### src/rtl/fifo_pkg.sv
// Shared defaults, pointer type and parameter sanity check for the fifo_pack
// streaming buffer.
package fifo_pkg;

  localparam int FIFO_DATA_W    = 32;
  localparam int FIFO_ADDR_W    = 4;
  localparam int FIFO_PACK_SIZE = 8;

  // The extra MSB is the wrap bit that tells full apart from empty.
  typedef logic [FIFO_ADDR_W:0] fifo_ptr_t;

  function automatic bit fifo_params_ok(input int addr_w, input int pack_size,
                                        input int afull_lvl);
    int depth;
    depth = 1 << addr_w;
    return (pack_size >= 1) && (pack_size <= depth) &&
           (afull_lvl >= 1) && (afull_lvl <= depth);
  endfunction

endpackage

### src/rtl/fifo_pack_ram.sv
// Simple dual-port storage for fifo_pack: synchronous write on port A,
// asynchronous read on port B. Contents are deliberately never reset.
module fifo_pack_ram #(
  parameter int DATA_W = 32,
  parameter int ADDR_W = 4
) (
  input  logic              clk,
  input  logic              a_we,
  input  logic [ADDR_W-1:0] a_addr,
  input  logic [DATA_W-1:0] a_data,
  input  logic [ADDR_W-1:0] b_addr,
  output logic [DATA_W-1:0] b_data
);

  logic [DATA_W-1:0] mem [2**ADDR_W];

  always_ff @(posedge clk) begin
    if (a_we) mem[a_addr] <= a_data;
  end

  assign b_data = mem[b_addr];

endmodule

### src/rtl/fifo_pack.sv
// Parametrised first-word-fall-through FIFO with registered level/status flags.
// Define FIFO_ERR_EN to build the sticky overflow/underflow flags.
import fifo_pkg::*;

module fifo_pack #(
  parameter int DATA_W    = FIFO_DATA_W,
  parameter int ADDR_W    = FIFO_ADDR_W,
  parameter int PACK_SIZE = FIFO_PACK_SIZE,
  parameter int AFULL_LVL = (2**ADDR_W) - 2
) (
  input  logic              clk,
  input  logic              nRST,
  input  logic [DATA_W-1:0] data_in,
  input  logic              w_e,
  input  logic              r_ack,
  output logic [DATA_W-1:0] data_out,
  output logic              full,
  output logic              empty,
  output logic              almost_full,
  output logic              pack_available,
  output logic [ADDR_W:0]   level,
  input  logic              err_clr,
  output logic              overflow,
  output logic              underflow
);

  localparam int DEPTH = 2**ADDR_W;
  localparam logic [ADDR_W:0] DEPTH_V = (ADDR_W+1)'(DEPTH);
  localparam logic [ADDR_W:0] AFULL_V = (ADDR_W+1)'(AFULL_LVL);
  localparam logic [ADDR_W:0] PACK_V  = (ADDR_W+1)'(PACK_SIZE);

  if (!fifo_params_ok(ADDR_W, PACK_SIZE, AFULL_LVL)) begin : g_bad_params
    $error("fifo_pack: PACK_SIZE and AFULL_LVL must lie in 1..DEPTH");
  end

  logic [ADDR_W:0]   wr_ptr, rd_ptr, wr_ptr_next, rd_ptr_next, level_next;
  logic              we_eff, re_eff, bypass;
  logic [DATA_W-1:0] ram_rdata;

  // Gating uses the registered flags so no input reaches an output combinationally.
  always_comb begin
    we_eff      = w_e & ~full;
    re_eff      = r_ack & ~empty;
    wr_ptr_next = wr_ptr + {{ADDR_W{1'b0}}, we_eff};
    rd_ptr_next = rd_ptr + {{ADDR_W{1'b0}}, re_eff};
    level_next  = wr_ptr_next - rd_ptr_next;
    bypass      = we_eff && (wr_ptr[ADDR_W-1:0] == rd_ptr_next[ADDR_W-1:0]);
  end

  fifo_pack_ram #(
    .DATA_W (DATA_W),
    .ADDR_W (ADDR_W)
  ) u_ram (
    .clk    (clk),
    .a_we   (we_eff),
    .a_addr (wr_ptr[ADDR_W-1:0]),
    .a_data (data_in),
    .b_addr (rd_ptr_next[ADDR_W-1:0]),
    .b_data (ram_rdata)
  );

  always_ff @(posedge clk or negedge nRST) begin
    if (!nRST) begin
      wr_ptr         <= '0;
      rd_ptr         <= '0;
      level          <= '0;
      empty          <= 1'b1;
      full           <= 1'b0;
      almost_full    <= 1'b0;
      pack_available <= 1'b0;
      data_out       <= '0;
    end else begin
      wr_ptr         <= wr_ptr_next;
      rd_ptr         <= rd_ptr_next;
      level          <= level_next;
      empty          <= (level_next == '0);
      full           <= (level_next == DEPTH_V);
      almost_full    <= (level_next >= AFULL_V);
      pack_available <= (level_next >= PACK_V);
      // A word written into the slot about to become head is not in the RAM yet.
      data_out       <= bypass ? data_in : ram_rdata;
    end
  end

`ifdef FIFO_ERR_EN
  always_ff @(posedge clk or negedge nRST) begin
    if (!nRST) begin
      overflow  <= 1'b0;
      underflow <= 1'b0;
    end else if (err_clr) begin
      overflow  <= 1'b0;
      underflow <= 1'b0;
    end else begin
      if (w_e && full)    overflow  <= 1'b1;
      if (r_ack && empty) underflow <= 1'b1;
    end
  end
`else
  logic unused_err_clr;
  assign unused_err_clr = err_clr;
  assign overflow       = 1'b0;
  assign underflow      = 1'b0;
`endif

endmodule

### config.mk
export PLATFORM = sky130hd
export DESIGN_NAME = fifo_pack
export DESIGN_NICKNAME = d
export VERILOG_FILES = /design/src/rtl/fifo_pkg.sv /design/src/rtl/fifo_pack_ram.sv /design/src/rtl/fifo_pack.sv
export SDC_FILE = /design/constraint.sdc
export NUM_CORES = 1
export LEC_CHECK = 0
export CELL_PAD_IN_SITES_DETAIL_PLACEMENT = 1
export CELL_PAD_IN_SITES_GLOBAL_PLACEMENT = 1
export CORE_MARGIN = 3
export CORE_UTILIZATION = 35
export DETAILED_ROUTE_END_ITERATION = 6
export PLACE_DENSITY_LB_ADDON = 0.1
export SLEW_MARGIN = 0
export SYNTH_ARGS = -nofsm -noshare
export SYNTH_HDL_FRONTEND = slang
export SYNTH_HIERARCHICAL = 1
export SYNTH_SLANG_ARGS = --single-unit
export TNS_END_PERCENT = 50
### constraint.sdc
create_clock -name clk -period 9 [get_ports clk]
set_clock_uncertainty 0.15 [all_clocks]
set_input_delay 1.8 -clock clk [delete_from_list [all_inputs] [get_ports clk]]
set_output_delay 1.8 -clock clk [all_outputs]
set_load 0.005 [all_outputs]
# After elaboration in Yosys (flattened, before gate mapping)
# Memory sizes are Yosys's and may differ from the RTL's. A register that Yosys moved wholly into a read port is not among the register bits.
# Index checks and enable logic that the tools add are counted.
# Widths: inputs -> output; s select.
[totals]
ram_bits = 512
n_memories = 1
ff_bits = 19
in_bits = 37
out_inout_bits = 43
word_cells = 22
[classes]
magnitude_cmp = 2
n_bitwise = 4
n_reduce_logical = 2
add_sub_neg = 3
eq_ne = 1
muxes = 2
[mem_list]
columns = ["memory", "words", "word_bits", "read_ports", "rd_clocked_by_memory_dff", "write_ports", "line", "text"]
rows = [
  ["u_ram.mem", 16, 32, 1, 1, 1, "fifo_pack_ram.sv:15", "logic [DATA_W-1:0] mem [2**ADDR_W];"],
]
[ops]
columns = ["cell", "n"]
rows = [
  ["$add 5x1->5", 2],
  ["$ge 5x4->1 const B", 2],
  ["$eq 5x5->1 const B", 1],
  ["$logic_not 5->1", 1],
  ["$sub 5x5->5", 1],
  ["$and 1x1->1", 2],
  ["$mux 1", 2],
  ["$not 1->1", 2],
  ["$logic_not 1->1", 1],
]

# Logic depth before layout (Yosys ltp)
# Gate-level depths: netlist of the first run.
[logic_depth]
depth_word = 5
ltp_mapped = 10
ltp_nobuf = 10

# By module
# The synthesis of the first run kept the hierarchy.
[modules_own_cells]
columns = ["module", "n_inst", "seq_area_each_um2", "cells_per_inst", "area_each_um2"]
rows = [
  ["fifo_pack_ram", 1, 15374.7, 806, 19213.4],
  ["fifo_pack", 1, 1277.5, 148, 2207.1],
]

# Least setup slack after synthesis of the first run
# No wires, ideal clock.
[synth_timing]
path_type = "input-to-reg"
startpoint = "input w_e"
endpoint = "memory u_ram.mem[0][0], enable pin"
required_time_ns = 8.389
setup_ns = 0.461
setup_slack_ns = 3.547
arrival_ns = 4.842
n_path_buf = 0
path_stages = 3
cell_sequence = "nor2b_1 or3b_2 nor3_1"
[synth_between]
elab_chain_len = 3
[synth_lines]
columns = ["item", "line", "text"]
rows = [
  ["from (decl)", "fifo_pack.sv:14", "input logic w_e,"],
  ["$and 1x1->1", "fifo_pack.sv:42", "we_eff = w_e & ~full;"],
  ["$mux 1", "fifo_pack_ram.sv:18", "if (a_we) mem[a_addr] <= a_data;"],
  ["$mux 1 (not written as such)", "fifo_pack_ram.sv:18", ""],
  ["to (decl)", "fifo_pack_ram.sv:15", ""],
]
# No other way between the ends.

# Worst setup path in the final report of the first run
[layout_timing]
startpoint = "input r_ack"
endpoint = "register data_out[6] (read register of u_ram.mem)"
[layout_between]
elab_chain_len = 2
[layout_lines]
columns = ["item", "line", "text"]
rows = [
  ["from (decl)", "fifo_pack.sv:15", "input logic r_ack,"],
  ["$and 1x1->1", "fifo_pack.sv:43", "re_eff = r_ack & ~empty;"],
  ["$add 5x1->5", "fifo_pack.sv:45", "rd_ptr_next = rd_ptr + {{ADDR_W{1'b0}}, re_eff};"],
  ["via rd_ptr_next[2]", "fifo_pack.sv:36", "logic [ADDR_W:0] wr_ptr, rd_ptr, wr_ptr_next, rd_ptr_next, level_next;"],
  ["to (decl)", "fifo_pack.sv:16", "output logic [DATA_W-1:0] data_out,"],
]
# The timed path passes the listed nets, and every way through them passes these cells.

==> reports/qor.txt, run 1 <==
vias - 9,920
Worst EP arrival - 5.43 ns
R2R Path End - data_out[6]
Final Max Tran Viols - 0
WS Path Type - input port to register
DR pass1 iterations - 4
Mapped Cells - 954
CP Launch Type - input port
1st-iter DRT viols - 551
power density cells - 352 mW/mm2
CP Data Required Time - 9.33 ns
Worst Max-Slew Pin Slew - 0.970 ns
vias per cell - 5.21
drt total wl - 50,900 um
leakage power - 8.16 nW
total chip power - 8.86 mW
Cell Int Power - 6.08 mW
post-synth top area cell - edfxtp_1
share of cells above drive strength 1 - 24.9%
Sw Ratio - 31.4%
post-route setup TNS - 0 ns
dpl hpwl - 24,600 um
Filler cells - 5,511
Buffers on Ports - 76
fin crit period - 5.11 ns
r2r setup slk - 5.15 ns
postcts setup bufs - 0
initial antenna violation count - 2
GP Congestion - 0.658
Tcrit/Tclk final - 56.8%
final setup violation count - 0
clock buffer count from CTS - 60
clock buffer depth - 3
CP Capture Point - data_out[6]
Inserted Diodes - 0
first-pass GRT wire length - 75,200 um
Ports - 80
layout net count - 1,112
Synth Cell Area - 0.0214 mm2
Max Freq - 0.196 GHz
clk slew on worst S/H paths - 0.06 ns
effective utilization at floorplan - 35.4%
Syn Area/Cell - 22.5 um2
gr usage total - 16.2%
area share of the largest cell type after synthesis - 71.8%
Core Footprint - 0.0605 mm2
CTS HTree Levels - 2
maximum vdd drop - 0.000348 V
synthesis-stage register bit count - 563
CTS tree - built
Clock Power Share - 27.3%
status - complete, no violations
CP Capture Type - register
max-cap violation count - 0
Final ANT Viol Nets - 0
Sequential Power Share - 37.9%
sequential element share of the synthesized area - 77.7%
gr ovfl total - 0
root buf cell - clkbuf_16
post-cts sizing count - 0
slew margin rel. - 35.3%
Area growth syn-to-layout - 17.7%
Comb pwr share - 34.8%
Die H - 253 um
synth top area cells - edfxtp_1 (72%), mux4_2 (13%), dfrtp_1 (5.8%)
Die ar. - 0.0642 mm2
sw power - 2.78 mW
DRC viols - 0
placed insts - 1,789
cells on worst reg2reg path - 8
critical path launch point - r_ack
Sink Count - 563
Worst-Skew Late Latency - 0.61 ns
final hold violation count - 0
RSZ-0062 raised after global routing - no
largest net degree at the start of global routing - 109
final worst slack - 3.89 ns
Yosys cell types - 43
Place WS - 3.13 ns
Worst Path Max Fanout - 18
Synth warnings - 6
Worst R2R Start - empty
final instance area - 0.0252 mm2
Hold Crit Class - register to register
vias in the first global route - 10,966
Placement Rows - 90
fin cells - 1,903
die width - 253 um
Hold-fix buffers, CTS - 0
DR WL/cell - 26.7 um
area of placed instances - 0.0233 mm2
==> cell usage after synthesis, drive strengths merged <==
cell type  instances
clkbuf            17
dfstp              1
buf               32
and4bb             1
xor3               1
dfrtp             50
a22oi             64
nor4               1
xnor3              1
a21boi             1
a211oi             2
xor2               8
nand3              5
and3               1
or2                1
inv                7
mux2              32
xnor2              8
nor3               4
ha                 6
edfxtp           512
o21bai             1
and2               2
mux4             128
and3b              1
nand2b             5
nand2             36
a31o               1
or3b               1
mux2i              1
nor2              16
conb               1
o32ai              1
nand3b             2
nor2b              3
==> flip-flops by register name, indices dropped and copies added (netlist names) <==
name	flops
level	5
full	1
wr_ptr	5
almost_full	1
empty	1
data_out	32
rd_ptr	5
pack_available	1
u_ram/mem	512
==> area by class of cell <==
cell class                      count  area (um2)  share of cell area (%)
Tap cell                          782         978                    3.88
Inverter                            7        26.3                   0.104
Multi-Input combinational cell    336        4630                    18.4
Sequential cell                   563       16700                    66.0
Clock buffer                       76        1630                    6.48
Timing Repair Buffer              101         971                    3.85
Clock inverter                     38         317                    1.26
==> critical path: stages <==
cell	delay [ns]
clkdlybuf4s50_1	0.48
and3b_1	0.42
ha_1	0.29
xor2_2	0.61
xor2_1	0.14
nor2_1	0.17
nand3_2	0.58
buf_4	0.53
mux2_1	0.41
==> routing by layer <==
layer  global-route usage, %  up-vias  part of all wire (%)  wire length [um]
met5                       0        -                 0.043                22
met1                    22.3     5489                    46             23200
met2                    27.1      150                    50             25200
li1                        -     4205                     -                 -
met3                    2.64       72                   3.0              1510
met4                    3.77        4                   1.8               935
==> kinds of logic (layout without fill, tap and decap cells) <==
kind of cell	count (synthesis)	in the layout	synth area share (%)
AO/OA/AOI/OAI	70	70	2.54
flip-flops	563	563	77.7
other	1	2	0.0175
multiplexers	161	161	15.2
adder cells (fa/ha/maj)	6	6	0.350
AND/OR/NAND/NOR	79	79	1.77
buffers and inverters	56	222	1.39
XOR/XNOR	18	18	0.946
==> worst min-delay path by stage <==
stage	to	slack [ns]	from	cells past startpoint
after floorplan	wr_ptr[4]	0.29	wr_ptr[4]	1
after global placement	rd_ptr[4]	0.33	rd_ptr[4]	1
after detailed placement	rd_ptr[4]	0.33	rd_ptr[4]	1
after CTS	rd_ptr[4]	0.34	rd_ptr[4]	1
after global routing	rd_ptr[4]	0.37	rd_ptr[4]	1
final	rd_ptr[4]	0.34	rd_ptr[4]	1
==> stage by stage <==
step	hold WS, ns	util, %
floorplan	0.294	-
global placement	0.328	38.5
detailed placement	0.335	38.5
CTS	0.344	41.7
global route	0.365	41.7
finish	0.338	41.7
==> power groups by stage <==
stage	clock network (mW)	registers [mW]	logic, mW
final	2.42	3.35	3.08
after global routing	2.61	3.38	3.39
after CTS	2.51	3.36	3.20
after detailed placement	0	3.41	3.18
after global placement	0	3.40	3.17
after floorplan	0	3.40	2.10
==> layout by cell type (no fill, tap or decap), drive strengths merged, types with 3 or more instances in the layout <==
master,count
inv,7
nor2,16
mux2,32
clkbuf,76
nand2b,5
bufinv,5
buf,26
clkinv,31
dfrtp,50
mux4,128
nor3,4
a22oi,64
clkdlybuf4s50,75
nor2b,3
edfxtp,512
ha,6
xor2,8
nand3,5
xnor2,8
nand2,36
(Power assumes the default switching activity.)
==> run 2, diff against run 1 <==
- clock period: 9 -> 5.1 ns (I/O delays scaled with it)
==> run 2 against run 1 <==
  * Final area is 1.5% higher
  * Highest routed layer unchanged
  * Critical endpoint unchanged
  * Largest power group unchanged
  * Sequential cell count stayed put
  * Via count is 0.89% higher
  * Register-to-register slack worse by 3.3 ns
  * Utilization is 0.65 points higher
  * Sequential share of layout area is 1.0 points lower
  * Total power is 81% higher
==> reports/qor.txt, run 2 (synthesized netlist as in run 1, its figures left out) <==
status - complete, no violations (unchanged)
Reg with most FFs - u_ram/mem (unchanged)
critical path depth in cells - 10 (was 9)
Tcrit/Tclk final - 73.7%
CTS tree - built (unchanged)
post-route setup TNS - 0 ns (unchanged)
Comb pwr share - 35.1% (was 34.8%)
fin crit period - 3.76 ns
Buffers on Ports - 76 (unchanged)
commonest cells after routing, fill and taps aside - edfxtp_1 (512), mux4_2 (128), clkdlybuf4s50_1 (75), a22oi_1 (64), clkbuf_16 (62) (unchanged)
Inserted Diodes - 0 (unchanged)
vias per cell - 5.20 (was 5.21)
effective utilization at floorplan - 35.4% (unchanged)
max reg flops - 512 (unchanged)
Ports - 80 (unchanged)
vias - 10,008 (was 9,920)
CP Launch Type - input port (unchanged)
Area growth syn-to-layout - 19.5% (was 17.7%)
maximum vdd drop - 0.000446 V (was 0.000348 V)
Worst R2R Start - empty (unchanged)
fin cells - 1,925 (was 1,903)
Cell Int Power - 11.1 mW (was 6.08 mW)
largest net degree at the start of global routing - 59 (was 109)
area of placed instances - 0.0235 mm2 (was 0.0233 mm2)
share of cells above drive strength 1 - 26.7% (was 24.9%)
DR pass1 iterations - 4 (unchanged)
sw power - 5.01 mW (was 2.78 mW)
cell family with most CP delay - buffers and inverters (was simple AND/OR/NAND/NOR gates)
Max Freq - 0.266 GHz
Sequential Power Share - 36.8% (was 37.9%)
CP Data Required Time - 5.45 ns (was 9.33 ns)
clock buffer count from CTS - 61 (was 60)
power density cells - 628 mW/mm2 (was 352 mW/mm2)
leakage power - 8.36 nW (was 8.16 nW)
total chip power - 16.1 mW (was 8.86 mW)
Worst Max-Slew Pin Slew - 0.916 ns (was 0.970 ns)
final hold violation count - 0 (unchanged)
postcts setup bufs - 0 (unchanged)
Worst Path Max Fanout - 25 (was 18)
first-pass GRT wire length - 76,500 um (was 75,200 um)
RSZ-0062 raised after global routing - no (unchanged)
DR WL/cell - 27.3 um (was 26.7 um)
Hold Crit Class - register to register (unchanged)
Hold-fix buffers, CTS - 0 (unchanged)
1st-iter DRT viols - 598 (was 551)
placed insts - 1,809 (was 1,789)
clk slew on worst S/H paths - 0.06 ns (about the same)
Placement Rows - 90 (unchanged)
GP Congestion - 0.655 (was 0.658)
r2r setup slk - 1.83 ns (was 5.15 ns)
dpl hpwl - 27,300 um (was 24,600 um)
R2R Path End - data_out[6] (unchanged)
WS Path Type - input port to register (unchanged)
vias in the first global route - 10,891 (was 10,966)
Sink Count - 563 (unchanged)
final worst slack - 1.34 ns (was 3.89 ns)
gr ovfl total - 0 (unchanged)
slew margin rel. - 39.0% (was 35.3%)
DRC viols - 0 (unchanged)
Top Registers - u_ram/mem x512, data_out x32 (unchanged)
Place WS - 0.642 ns (was 3.13 ns)
cells on worst reg2reg path - 9 (was 8)
max-cap violation count - 0 (unchanged)
initial antenna violation count - 2 (unchanged)
critical path launch point - r_ack (unchanged)
Worst EP arrival - 4.10 ns (was 5.43 ns)
post-cts sizing count - 0 (unchanged)
commonest non-fill, non-tap cell in the layout - edfxtp_1 (unchanged)
final setup violation count - 0 (unchanged)
worst path bufs/invs - 3 (was 2)
Slowest-stage cell, CP - clkdlybuf4s50_1 (was xor2_2)
drt total wl - 52,500 um (was 50,900 um)
crit-path cells - clkdlybuf4s50_1 > and3b_1 > ha_1 > xor2_2 > buf_4 > xor2_1 > nor2_1 > nand3_2 > buf_12 > mux2_1 (was clkdlybuf4s50_1 > and3b_1 > ha_1 > xor2_2 > xor2_1 > nor2_1 > nand3_2 > buf_4 > mux2_1)
Final Max Tran Viols - 0 (unchanged)
Worst-Skew Late Latency - 0.63 ns (was 0.61 ns)
root buf cell - clkbuf_16 (unchanged)
clock buffer depth - 3 (unchanged)
Sw Ratio - 31.2% (was 31.4%)
Core Footprint - 0.0605 mm2 (unchanged)
Final ANT Viol Nets - 0 (unchanged)
die width - 253 um (unchanged)
Filler cells - 5,558 (was 5,511)
gr usage total - 16.7% (was 16.2%)
layout net count - 1,133 (was 1,112)
Die ar. - 0.0642 mm2 (unchanged)
hold depth - 1 (unchanged)
CTS HTree Levels - 2 (unchanged)
final instance area - 0.0256 mm2 (was 0.0252 mm2)
CP Capture Point - data_out[6] (unchanged)
Clock Power Share - 28.1% (was 27.3%)
CP Capture Type - register (unchanged)
Die H - 253 um (unchanged)
Crit path largest cell delay - 0.48 ns (was 0.61 ns)
run 2: power by group through the flow:
| stage | logic, mW | clock network (mW) | registers, mW |
|---|---|---|---|
| floorplan | 3.71 | 0 | 5.99 |
| finish | 5.64 | 4.51 | 5.92 |
| detailed placement | 5.79 | 0 | 6.03 |
| CTS | 5.82 | 4.64 | 5.94 |
| global placement | 5.79 | 0 | 6.00 |
| global route | 6.18 | 4.83 | 5.98 |
run 2: routing by layer:
metal / GRT usage (%) / vias to the layer above / routed length [um]
met1: 22.3 / 5511 / 23100
met5: 0 / - / 13
met2: 28.3 / 188 / 26200
met3: 2.86 / 70 / 2060
met4: 4.23 / 2 / 1050
li1: - / 4237 / -
run 2: how the worst min path moves through the flow:
| stage | start | to | slack, ns |
|---|---|---|---|
| after floorplan | wr_ptr[4] | wr_ptr[4] | 0.29 |
| after global placement | wr_ptr[4] | wr_ptr[4] | 0.31 |
| after detailed placement | wr_ptr[4] | wr_ptr[4] | 0.32 |
| after CTS | wr_ptr[4] | wr_ptr[4] | 0.33 |
| after global routing | wr_ptr[4] | wr_ptr[4] | 0.35 |
| final | wr_ptr[4] | wr_ptr[4] | 0.32 |
run 2: final cells by class:
cell class / count / area [um2] / area share (%)
clock buffer: 95 / 1840 / 7.17
clock inverter: 21 / 255 / 0.997
inverter: 7 / 26.3 / 0.103
multi-input combinational: 336 / 4630 / 18.1
sequential: 563 / 16700 / 65.0
tap: 782 / 978 / 3.82
timing repair buffer: 121 / 1220 / 4.77
run 2: worst register-to-register path: stages, from the launching register on:
cell and delay (ns):
dfstp_2 0.37, and3b_1 0.45, ha_1 0.29, xor2_2 0.34, buf_4 0.24, xor2_1 0.08, nor2_1 0.14, nand3_2 0.34
buf_12 0.35, mux2_1 0.40
run 2: through the flow:
stage | hold WS, ns | util [%]
floorplan | 0.294 | -
finish | 0.322 | 42.3
CTS | 0.327 | 42.3
global placement | 0.313 | 38.9
detailed placement | 0.319 | 38.9
global route | 0.354 | 42.3
==> run 3, diff against run 2 <==
- clock period: 5.1 -> 3.05 ns (I/O delays scaled with it)
==> run 3 against run 2 <==
  * Final area is 4.1% higher
  * Highest routed layer is now met4
  * Critical path depth is 1 lower
  * Hold slack better by 0.021 ns
  * Largest cell class unchanged
  * Sequential share of layout area is 2.6 points lower
  * Die area stayed put
  * Sequential cell count stayed put
  * Via count is 2.9% higher
  * Clock-buffer cell count is 13 lower
  * Setup slack worse by 1.2 ns
  * Total power is 78% higher
  * Clock power is 60% higher
==> reports/qor.txt, run 3 (synthesized netlist as in run 1, its figures left out) <==
Buffers on Ports - 76 (unchanged)
effective utilization at floorplan - 35.4% (unchanged)
Comb pwr share - 40.3% (was 35.1%)
Core Footprint - 0.0605 mm2 (unchanged)
final instance area - 0.0267 mm2 (was 0.0256 mm2)
clock buffer depth - 3 (unchanged)
Die ar. - 0.0642 mm2 (unchanged)
GP Congestion - 0.690 (was 0.655)
Sw Ratio - 30.9% (was 31.2%)
DRC viols - 0 (unchanged)
Area growth syn-to-layout - 24.4% (was 19.5%)
sw power - 8.83 mW (was 5.01 mW)
max reg flops - 512 (unchanged)
CTS HTree Levels - 2 (unchanged)
most frequent CP cell - buf_12
share of cells above drive strength 1 - 30.8% (was 26.7%)
layout net count - 1,212 (was 1,133)
area of placed instances - 0.0246 mm2 (was 0.0235 mm2)
vias - 10,299 (was 10,008)
fin cells - 2,003 (was 1,925)
status - complete, no violations (unchanged)
final setup violation count - 0 (unchanged)
CP Data Required Time - 3.41 ns (was 5.45 ns)
root buf cell - clkbuf_16 (unchanged)
Sink Count - 563 (unchanged)
final hold violation count - 0 (unchanged)
total chip power - 28.6 mW (was 16.1 mW)
clk slew on worst S/H paths - 0.06 ns (about the same)
Ports - 80 (unchanged)
Hold Crit Class - register to register (unchanged)
Cell Int Power - 19.7 mW (was 11.1 mW)
clock buffer count from CTS - 61 (unchanged)
gr ovfl total - 0 (unchanged)
Placement Rows - 90 (unchanged)
Crit path largest cell delay - 0.55 ns (was 0.48 ns)
CTS tree - built (unchanged)
crit-path cells - nand2b_1 > xnor2_2 > buf_12 > buf_12 > buf_4 > mux4_2 > a22oi_1 > nand2_1 > mux2_1 (was clkdlybuf4s50_1 > and3b_1 > ha_1 > xor2_2 > buf_4 > xor2_1 > nor2_1 > nand3_2 > buf_12 > mux2_1)
Filler cells - 5,510 (was 5,558)
Tcrit/Tclk final - 94.0%
cell family with most CP delay - multiplexers (was buffers and inverters)
Worst-Skew Late Latency - 0.63 ns (about the same)
Sequential Power Share - 34.5% (was 36.8%)
CP Capture Type - register (unchanged)
vias in the first global route - 11,250 (was 10,891)
vias per cell - 5.14 (was 5.20)
initial antenna violation count - 0 (was 2)
CP Launch Type - register (was input port)
maximum vdd drop - 0.000605 V (was 0.000446 V)
Max Freq - 0.349 GHz
Worst EP arrival - 3.23 ns (was 4.10 ns)
Top Registers - u_ram/mem x512, data_out x32 (unchanged)
Slowest-stage cell, CP - dfstp_2 (was clkdlybuf4s50_1)
WS Path Type - register to register (was input port to register)
first-pass GRT wire length - 78,900 um (was 76,500 um)
worst path bufs/invs - 3 (unchanged)
slew margin rel. - 39.9% (was 39.0%)
Final Max Tran Viols - 0 (unchanged)
area occupied by multi-input gates - 0.00466 mm2 (was 0.00463 mm2)
placed insts - 1,884 (was 1,809)
leakage power - 8.85 nW (was 8.36 nW)
gr usage total - 17.0% (was 16.7%)
Die H - 253 um (unchanged)
final worst slack - 0.183 ns (was 1.34 ns)
flip-flop and latch area - 0.0167 mm2 (unchanged)
commonest cells after routing, fill and taps aside - edfxtp_1 (512), mux4_2 (128), clkdlybuf4s50_1 (75), buf_4 (69), a22oi_1 (64) (was edfxtp_1 (512), mux4_2 (128), clkdlybuf4s50_1 (75), a22oi_1 (64), clkbuf_16 (62))
Worst Max-Slew Pin Slew - 0.901 ns (was 0.916 ns)
1st-iter DRT viols - 678 (was 598)
fin crit period - 2.87 ns
post-route setup TNS - 0 ns (unchanged)
drt total wl - 53,000 um (was 52,500 um)
DR WL/cell - 26.4 um (was 27.3 um)
max-cap violation count - 0 (unchanged)
commonest non-fill, non-tap cell in the layout - edfxtp_1 (unchanged)
die width - 253 um (unchanged)
Place WS - -0.520 ns (was 0.642 ns)
Final ANT Viol Nets - 0 (unchanged)
RSZ-0062 raised after global routing - no (unchanged)
Reg with most FFs - u_ram/mem (unchanged)
Worst Path Max Fanout - 17 (was 25)
power density cells - 1070 mW/mm2 (was 628 mW/mm2)
Inserted Diodes - 0 (unchanged)
Clock Power Share - 25.2% (was 28.1%)
largest net degree at the start of global routing - 52 (was 59)
dpl hpwl - 31,400 um (was 27,300 um)
DR pass1 iterations - 5 (was 4)
-- run 3: cell count changes in the layout (fill, tap and decap cells not counted), sizes merged --
cell / change
buf: +78
clkbuf: -13
clkinv: +9
clkinvlp: +1
dlygate4sd3: +1
inv: +2
-- run 3: path summary, 6_finish.rpt --
path | from | end | slack [ns] | cells past startpoint
setup / recovery | empty | data_out[23] | 0.18 | 9
hold / removal | wr_ptr[4] | wr_ptr[4] | 0.34 | 1
setup reg to reg | empty | data_out[23] | 0.18 | 9
hold reg to reg | wr_ptr[4] | wr_ptr[4] | 0.34 | 1
max in group asynchronous | nRST | data_out[15] | 1.63 | 2
min in group asynchronous | nRST | almost_full | 0.51 | 2
-- run 3: final cells by class --
class | instances | area share, %
flip-flops and latches | 563 | 62.5
inverters | 7 | 0.0986
repair buffers | 200 | 8.90
well taps | 782 | 3.67
clock buffers | 82 | 6.18
clock inverters | 33 | 1.20
multi-input cells | 336 | 17.5
-- run 3: routing by layer --
layer	global-route usage, %	routed length (um)	vias up
li1	-	-	4422
met1	23.8	24100	5631
met2	28.3	26000	180
met3	2.55	1910	66
met4	3.77	898	0
met5	0	0	-
-- run 3: power groups by stage --
stage | clock, mW | combinational (mW) | sequential (mW)
CTS | 7.46 | 11.7 | 9.87
detailed placement | 0 | 11.6 | 10.0
global placement | 0 | 11.6 | 9.98
floorplan | 0 | 6.22 | 10.0
global route | 7.77 | 12.5 | 9.94
finish | 7.21 | 11.5 | 9.85
-- run 3: per-stage QoR --
step / hold WS, ns / util (%)
2_1_floorplan: 0.164 / -
3_3_place_gp: 0.313 / 40.7
3_5_place_dp: 0.319 / 40.7
4_1_cts: 0.346 / 44.0
5_1_grt: 0.361 / 44.1
6_report: 0.343 / 44.1
-- run 3: what timing repair did --
item,in CTS,in global routing
setup buffers,0,3
resized for setup,0,2
hold endpoints to repair,39,0
endpoints found under the setup margin,0,8
hold buffers,1,0
-- run 3: worst register-to-register path: cells and delay by family (launching register included) --
family	cells	cell delay, ns
AO/OA/AOI/OAI	1	0.24
XOR/XNOR	1	0.14
AND/OR/NAND/NOR	2	0.23
flip-flops	1	0.55
buffers and inverters	3	0.65
multiplexers	2	0.79
